## config.mk

```make
export PLATFORM = sky130hd
export DESIGN_NAME = tag_alloc
export DESIGN_NICKNAME = d
export VERILOG_FILES = /design/src/rtl/tag_alloc_pkg.sv /design/src/rtl/tag_alloc_s.sv /design/src/rtl/tag_alloc.sv
export SDC_FILE = /design/constraint.sdc
export NUM_CORES = 1
export LEC_CHECK = 0
export BUFFER_PORTS_ARGS = -buffer_cell sky130_fd_sc_hd__buf_2
export CORE_ASPECT_RATIO = 1.2
export CORE_MARGIN = 2
export CORE_UTILIZATION = 35
export DETAILED_ROUTE_END_ITERATION = 8
export HOLD_SLACK_MARGIN = 0.1
export SLEW_MARGIN = 20
export SYNTH_ARGS = -nofsm -noshare
export SYNTH_HDL_FRONTEND = slang
export SYNTH_HIERARCHICAL = 1
export SYNTH_SLANG_ARGS = --single-unit
```

## constraint.sdc

```tcl
create_clock -name clk -period 12.09 [get_ports clk]
set_clock_uncertainty 0.2 [all_clocks]
set_input_delay 1.209 -clock clk [delete_from_list [all_inputs] [get_ports clk]]
set_output_delay 1.209 -clock clk [all_outputs]
set_load 0.02 [all_outputs]
```

## src/rtl/tag_alloc_pkg.sv

```systemverilog
// -----------------------------------------------------------------------------
// tag_alloc_pkg
//   Shared definitions for the tag allocator:
//     - search_mode_t : selects the free-slot search order of the zero-finder
//     - tag_w / cnt_w : width helpers for a W-entry pool
//     - mode_of       : maps the integer RR parameter onto search_mode_t
// -----------------------------------------------------------------------------
package tag_alloc_pkg;

    typedef enum logic {
        SEARCH_RR  = 1'b0,  // circular search downward from the last grant
        SEARCH_LOW = 1'b1   // lowest free index first
    } search_mode_t;

    // Bits needed to name one of w tags.
    function automatic int tag_w(input int w);
        return $clog2(w);
    endfunction

    // Bits needed to hold a count from 0 to w inclusive.
    function automatic int cnt_w(input int w);
        return $clog2(w + 1);
    endfunction

    function automatic search_mode_t mode_of(input int rr);
        return (rr != 0) ? SEARCH_RR : SEARCH_LOW;
    endfunction

endpackage : tag_alloc_pkg

```

## src/rtl/tag_alloc_s.sv

```systemverilog
// -----------------------------------------------------------------------------
// s : circular zero-finder
//   Finds a zero bit in x_i.
//     any_i = 0 : search circularly downward starting at pos_i-1, so pos_i = 0
//                 starts at W-1 and pos_i itself is the last index examined.
//     any_i = 1 : return the lowest zero bit, ignoring pos_i.
//   Purely combinational.
//
// Ports:
//   x_i      in  W         occupancy vector (1 = taken)
//   pos_i    in  clog2(W)  search reference position
//   any_i    in  1         1 = lowest-zero mode
//   y_o      out W         one-hot of the selected zero (0 when none)
//   y_enc_o  out clog2(W)  index of the selected zero (0 when none)
//   vld_o    out 1         a zero bit exists
// -----------------------------------------------------------------------------
module s
    import tag_alloc_pkg::*;
#(
    parameter int W = 16
) (
    input  logic [W-1:0]         x_i,
    input  logic [$clog2(W)-1:0] pos_i,
    input  logic                 any_i,
    output logic [W-1:0]         y_o,
    output logic [$clog2(W)-1:0] y_enc_o,
    output logic                 vld_o
);

    localparam int TW = tag_w(W);

    logic          rr_hit;
    logic [TW-1:0] rr_enc;
    logic          lo_hit;
    logic [TW-1:0] lo_enc;
    logic [TW-1:0] idx;

    // Both loops walk from the least-preferred candidate to the most-preferred
    // one, so the last hit written is the winner.
    always_comb begin
        // NOTE: every variable gets a default before any conditional write;
        // otherwise an untaken branch would hold the old value and infer a latch.
        rr_hit = 1'b0;
        rr_enc = '0;
        lo_hit = 1'b0;
        lo_enc = '0;
        idx    = '0;

        // Candidate k is (pos - 1 - k) mod W; W is a power of two, so the
        // TW-bit subtraction wraps correctly (k = W-1 lands on pos itself).
        for (int k = W - 1; k >= 0; k--) begin
            idx = pos_i - TW'(k + 1);
            if (!x_i[idx]) begin
                rr_hit = 1'b1;
                rr_enc = idx;
            end
        end

        for (int i = W - 1; i >= 0; i--) begin
            if (!x_i[i]) begin
                lo_hit = 1'b1;
                lo_enc = TW'(i);
            end
        end
    end

    always_comb begin
        y_enc_o = any_i ? lo_enc : rr_enc;
        vld_o   = any_i ? lo_hit : rr_hit;
        y_o     = vld_o ? (W'(1) << y_enc_o) : '0;
    end

endmodule : s

```

## src/rtl/tag_alloc.sv

```systemverilog
// -----------------------------------------------------------------------------
// tag_alloc : round-robin tag allocator
//   Hands out free slot indices from a pool of W tags over a valid/ready
//   handshake and reclaims them through a single free port. The busy vector and
//   search pointer live here; the s zero-finder picks the next tag from them.
//   Every output is a function of registers only.
//
// Parameters:
//   W   number of tags (power of two, >= 2)
//   RR  1 = round-robin search, 0 = lowest-free-first
//
// Ports:
//   clk          in  1            clock
//   rst          in  1            synchronous active-high reset
//   alloc_vld_o  out 1            a free tag is offered
//   alloc_rdy_i  in  1            requester takes the offered tag
//   alloc_tag_o  out clog2(W)     offered tag
//   free_vld_i   in  1            release a tag
//   free_tag_i   in  clog2(W)     tag being released
//   flush_i      in  1            release all tags
//   busy_o       out W            busy vector
//   count_o      out clog2(W+1)   number of busy tags
//   full_o       out 1            all tags busy
//   empty_o      out 1            no tags busy
//   err_o        out 1            sticky: a free named a non-busy tag
// -----------------------------------------------------------------------------
module tag_alloc
    import tag_alloc_pkg::*;
#(
    parameter int W  = 16,
    parameter int RR = 1
) (
    input  logic                   clk,
    input  logic                   rst,
    output logic                   alloc_vld_o,
    input  logic                   alloc_rdy_i,
    output logic [$clog2(W)-1:0]   alloc_tag_o,
    input  logic                   free_vld_i,
    input  logic [$clog2(W)-1:0]   free_tag_i,
    input  logic                   flush_i,
    output logic [W-1:0]           busy_o,
    output logic [$clog2(W+1)-1:0] count_o,
    output logic                   full_o,
    output logic                   empty_o,
    output logic                   err_o
);

    localparam int           TW   = tag_w(W);
    localparam int           CW   = cnt_w(W);
    localparam search_mode_t MODE = mode_of(RR);

    logic [W-1:0]  busy_q,  busy_d;
    logic [TW-1:0] ptr_q,   ptr_d;
    logic [CW-1:0] count_q, count_d;
    logic          err_q,   err_d;

    logic [W-1:0]  s_onehot;
    logic [TW-1:0] s_enc;
    logic          s_vld;
    logic          accept;
    logic          free_hit;

    s #(
        .W (W)
    ) u_s (
        .x_i     (busy_q),
        .pos_i   (ptr_q),
        .any_i   (MODE == SEARCH_LOW),
        .y_o     (s_onehot),
        .y_enc_o (s_enc),
        .vld_o   (s_vld)
    );

    assign full_o      = (count_q == CW'(W));
    assign empty_o     = (count_q == '0);
    assign alloc_vld_o = !full_o;
    assign alloc_tag_o = s_enc;
    assign busy_o      = busy_q;
    assign count_o     = count_q;
    assign err_o       = err_q;

    assign accept = alloc_vld_o && alloc_rdy_i;
    // The offered tag is never busy, so a free that names it cannot hit and
    // is flagged as an error while the allocation still goes through.
    assign free_hit = free_vld_i && busy_q[free_tag_i];

    always_comb begin
        busy_d  = busy_q;
        ptr_d   = ptr_q;
        count_d = count_q;
        err_d   = err_q;

        if (flush_i) begin
            // Flush wipes the pool but keeps a same-cycle grant; the free port
            // is ignored entirely, including its error check.
            busy_d  = '0;
            ptr_d   = '0;
            count_d = '0;
            if (accept) begin
                busy_d  = s_onehot;
                ptr_d   = s_enc;
                count_d = CW'(1);
            end
        end else begin
            if (free_vld_i) begin
                if (free_hit) begin
                    busy_d[free_tag_i] = 1'b0;
                end else begin
                    err_d = 1'b1;
                end
            end
            if (accept) begin
                busy_d = busy_d | s_onehot;
                ptr_d  = s_enc;
            end
            unique case ({accept, free_hit})
                2'b10:   count_d = count_q + CW'(1);
                2'b01:   count_d = count_q - CW'(1);
                default: count_d = count_q;
            endcase
        end
    end

    always_ff @(posedge clk) begin
        // NOTE: state registers use non-blocking assignments so every flop
        // samples the pre-edge values regardless of statement order.
        if (rst) begin
            busy_q  <= '0;
            ptr_q   <= '0;
            count_q <= '0;
            err_q   <= 1'b0;
        end else begin
            busy_q  <= busy_d;
            ptr_q   <= ptr_d;
            count_q <= count_d;
            err_q   <= err_d;
        end
    end

    // The count register must always agree with the busy vector, and the
    // zero-finder must see a free tag exactly when the pool is not full.
    a_count_matches_busy : assert property (@(posedge clk) disable iff (rst)
        count_q == CW'($countones(busy_q)));

    a_offer_matches_search : assert property (@(posedge clk) disable iff (rst)
        s_vld == alloc_vld_o);

endmodule : tag_alloc

```

==> qor.csv <==
metric,value,unit
cts_tree,yes,
syn_area_per_cell,8.30,um^2
fp.dieW,105,um
ios,38,
grt_max_degree,39,
hold_buffers,0,
r2r-end,busy_o[7],
fin_cells,685,
gp_congestion,0.948,
setup_violations,0,
nets,544,
slew_viol_final,0,
status,"finished, final reports clean",
cp-startpoint,ptr_q[0],
tightest_slew,0.935,ns
critical_path_required,10.68,ns
r2r-start,ptr_q[0],
critPathCaptureType,output pin,
worstSetupPathType,reg2out,
rsz0062_at_grt,false,
holdPathStages,2,
cts_setup_buffers,0,
initial_core_util,0.357,
post_cts_resize_count,0,
rows,44,
arrival,4.77,ns
grt_pass1_wl,23400,um
multi_input_area,3520,um^2
cp-endpoint,alloc_tag_o[0],
r2r_slack,6.97,ns
via_per_inst,6.62,
area_delta_synth_final,7.48,%
final_core_util,0.384,
critPathLaunchType,flip-flop,
reg2reg_depth,13,
drcViolationCount,0,
grt.overflow.total,0,
synth_area,4280,um^2
mostFrequentLayoutCells,"nand2_1, mux4_2, buf_2, nor2_1, a21oi_1",
critPathMaxFanout,38,
cts_buffers,3,
mostFrequentLayoutCell,nand2_1,
routed_wl,14700,um
drive_gt1_frac,0.212,
coreArea,12000,um^2
portBuffers,37,
grt_antenna_before_repair,0,
fillers,1254,
cap_violations,0,
layout.area.seq,522,um^2
dp.final_hpwl,10600,um
min_path_type,reg2reg,
finalInstanceArea,4600,um^2
insertion_delay,0.26,ns
first_pass_iters,5,
p_total,0.000317,W
wl_per_cell,21.5,um
postRouteAntennaNets,0,
h-tree-depth,1,
root_buffer,clkbuf_16,
ir_drop,67.1,uV
grt_usage,0.218,
netlist_instances,516,
fin_tns_setup,0,ns
num_antenna_cells,0,
clockBufferDepth,2,
slew-limit-headroom,0.372,
synth_nets,534,
placed_cells,682,
power.leakage,1.56,nW
dpl_cell_area,4530,um^2
power.density,68.9,nW/um^2
grt_pass1_vias,4281,
drt_iter0_drc,510,
ys_warn_count,6,
die-height,125,um
period_share,0.511,
max_clock_freq,0.162,GHz
period_needed,6.18,ns
vias,4538,
cts.sinks,26,
hold_violations,0,
clkTransAtPathRegs,0.06,ns
dieArea,13100,um^2
==> critical path, stage by stage, from the launching register on <==
cell	delay (ns)
dfxtp_2	0.89
inv_2	0.16
ha_1	0.67
mux4_2	0.47
mux4_2	0.59
and3_1	0.22
a311o_1	0.31
a211o_1	0.26
o221a_1	0.25
or2_0	0.40
buf_2	0.26
==> state kept, by name, summed over array words and instances (netlist names) <==
name / cells
busy_o: 16
count_o: 5
ptr_q: 4
err_o: 1
==> worst min-delay path by stage <==
| stage | start | endpoint | slack, ns |
|---|---|---|---|
| floorplan | count_o[4] | count_o[4] | 0.38 |
| global placement | err_o | err_o | 0.26 |
| detailed placement | err_o | err_o | 0.26 |
| CTS | err_o | err_o | 0.28 |
| global route | err_o | err_o | 0.33 |
| finish | err_o | err_o | 0.28 |
==> per-stage QoR <==
stage | setup WS, ns | hold slack [ns]
finish | 5.91 | 0.278
global route | 5.70 | 0.326
CTS | 5.93 | 0.284
detailed placement | 6.22 | 0.260
global placement | 6.33 | 0.256
floorplan | 6.44 | 0.379
==> layout make-up <==
| class | count | area share |
|---|---|---|
| clock buffers | 3 | 0.0163 |
| flip-flops and latches | 26 | 0.113 |
| inverters | 19 | 0.0155 |
| repair buffers | 41 | 0.0468 |
| well taps | 161 | 0.0438 |
| multi-input cells | 435 | 0.764 |
==> report_power, final <==
group	internal (W)	switching, W
clock network	0.0000439	0.0000302
logic	0.0000543	0.0000892
registers	0.0000888	0.0000109
==> metal layers <==
metal,vias to the layer above,global-route usage,routed length [um]
met5,-,0,0
met4,0,0.0878,592
met3,47,0.0198,1220
met2,293,0.386,7350
met1,2180,0.271,5580
li1,2018,-,-
No activity file was read; power rests on OpenSTA's default activity.
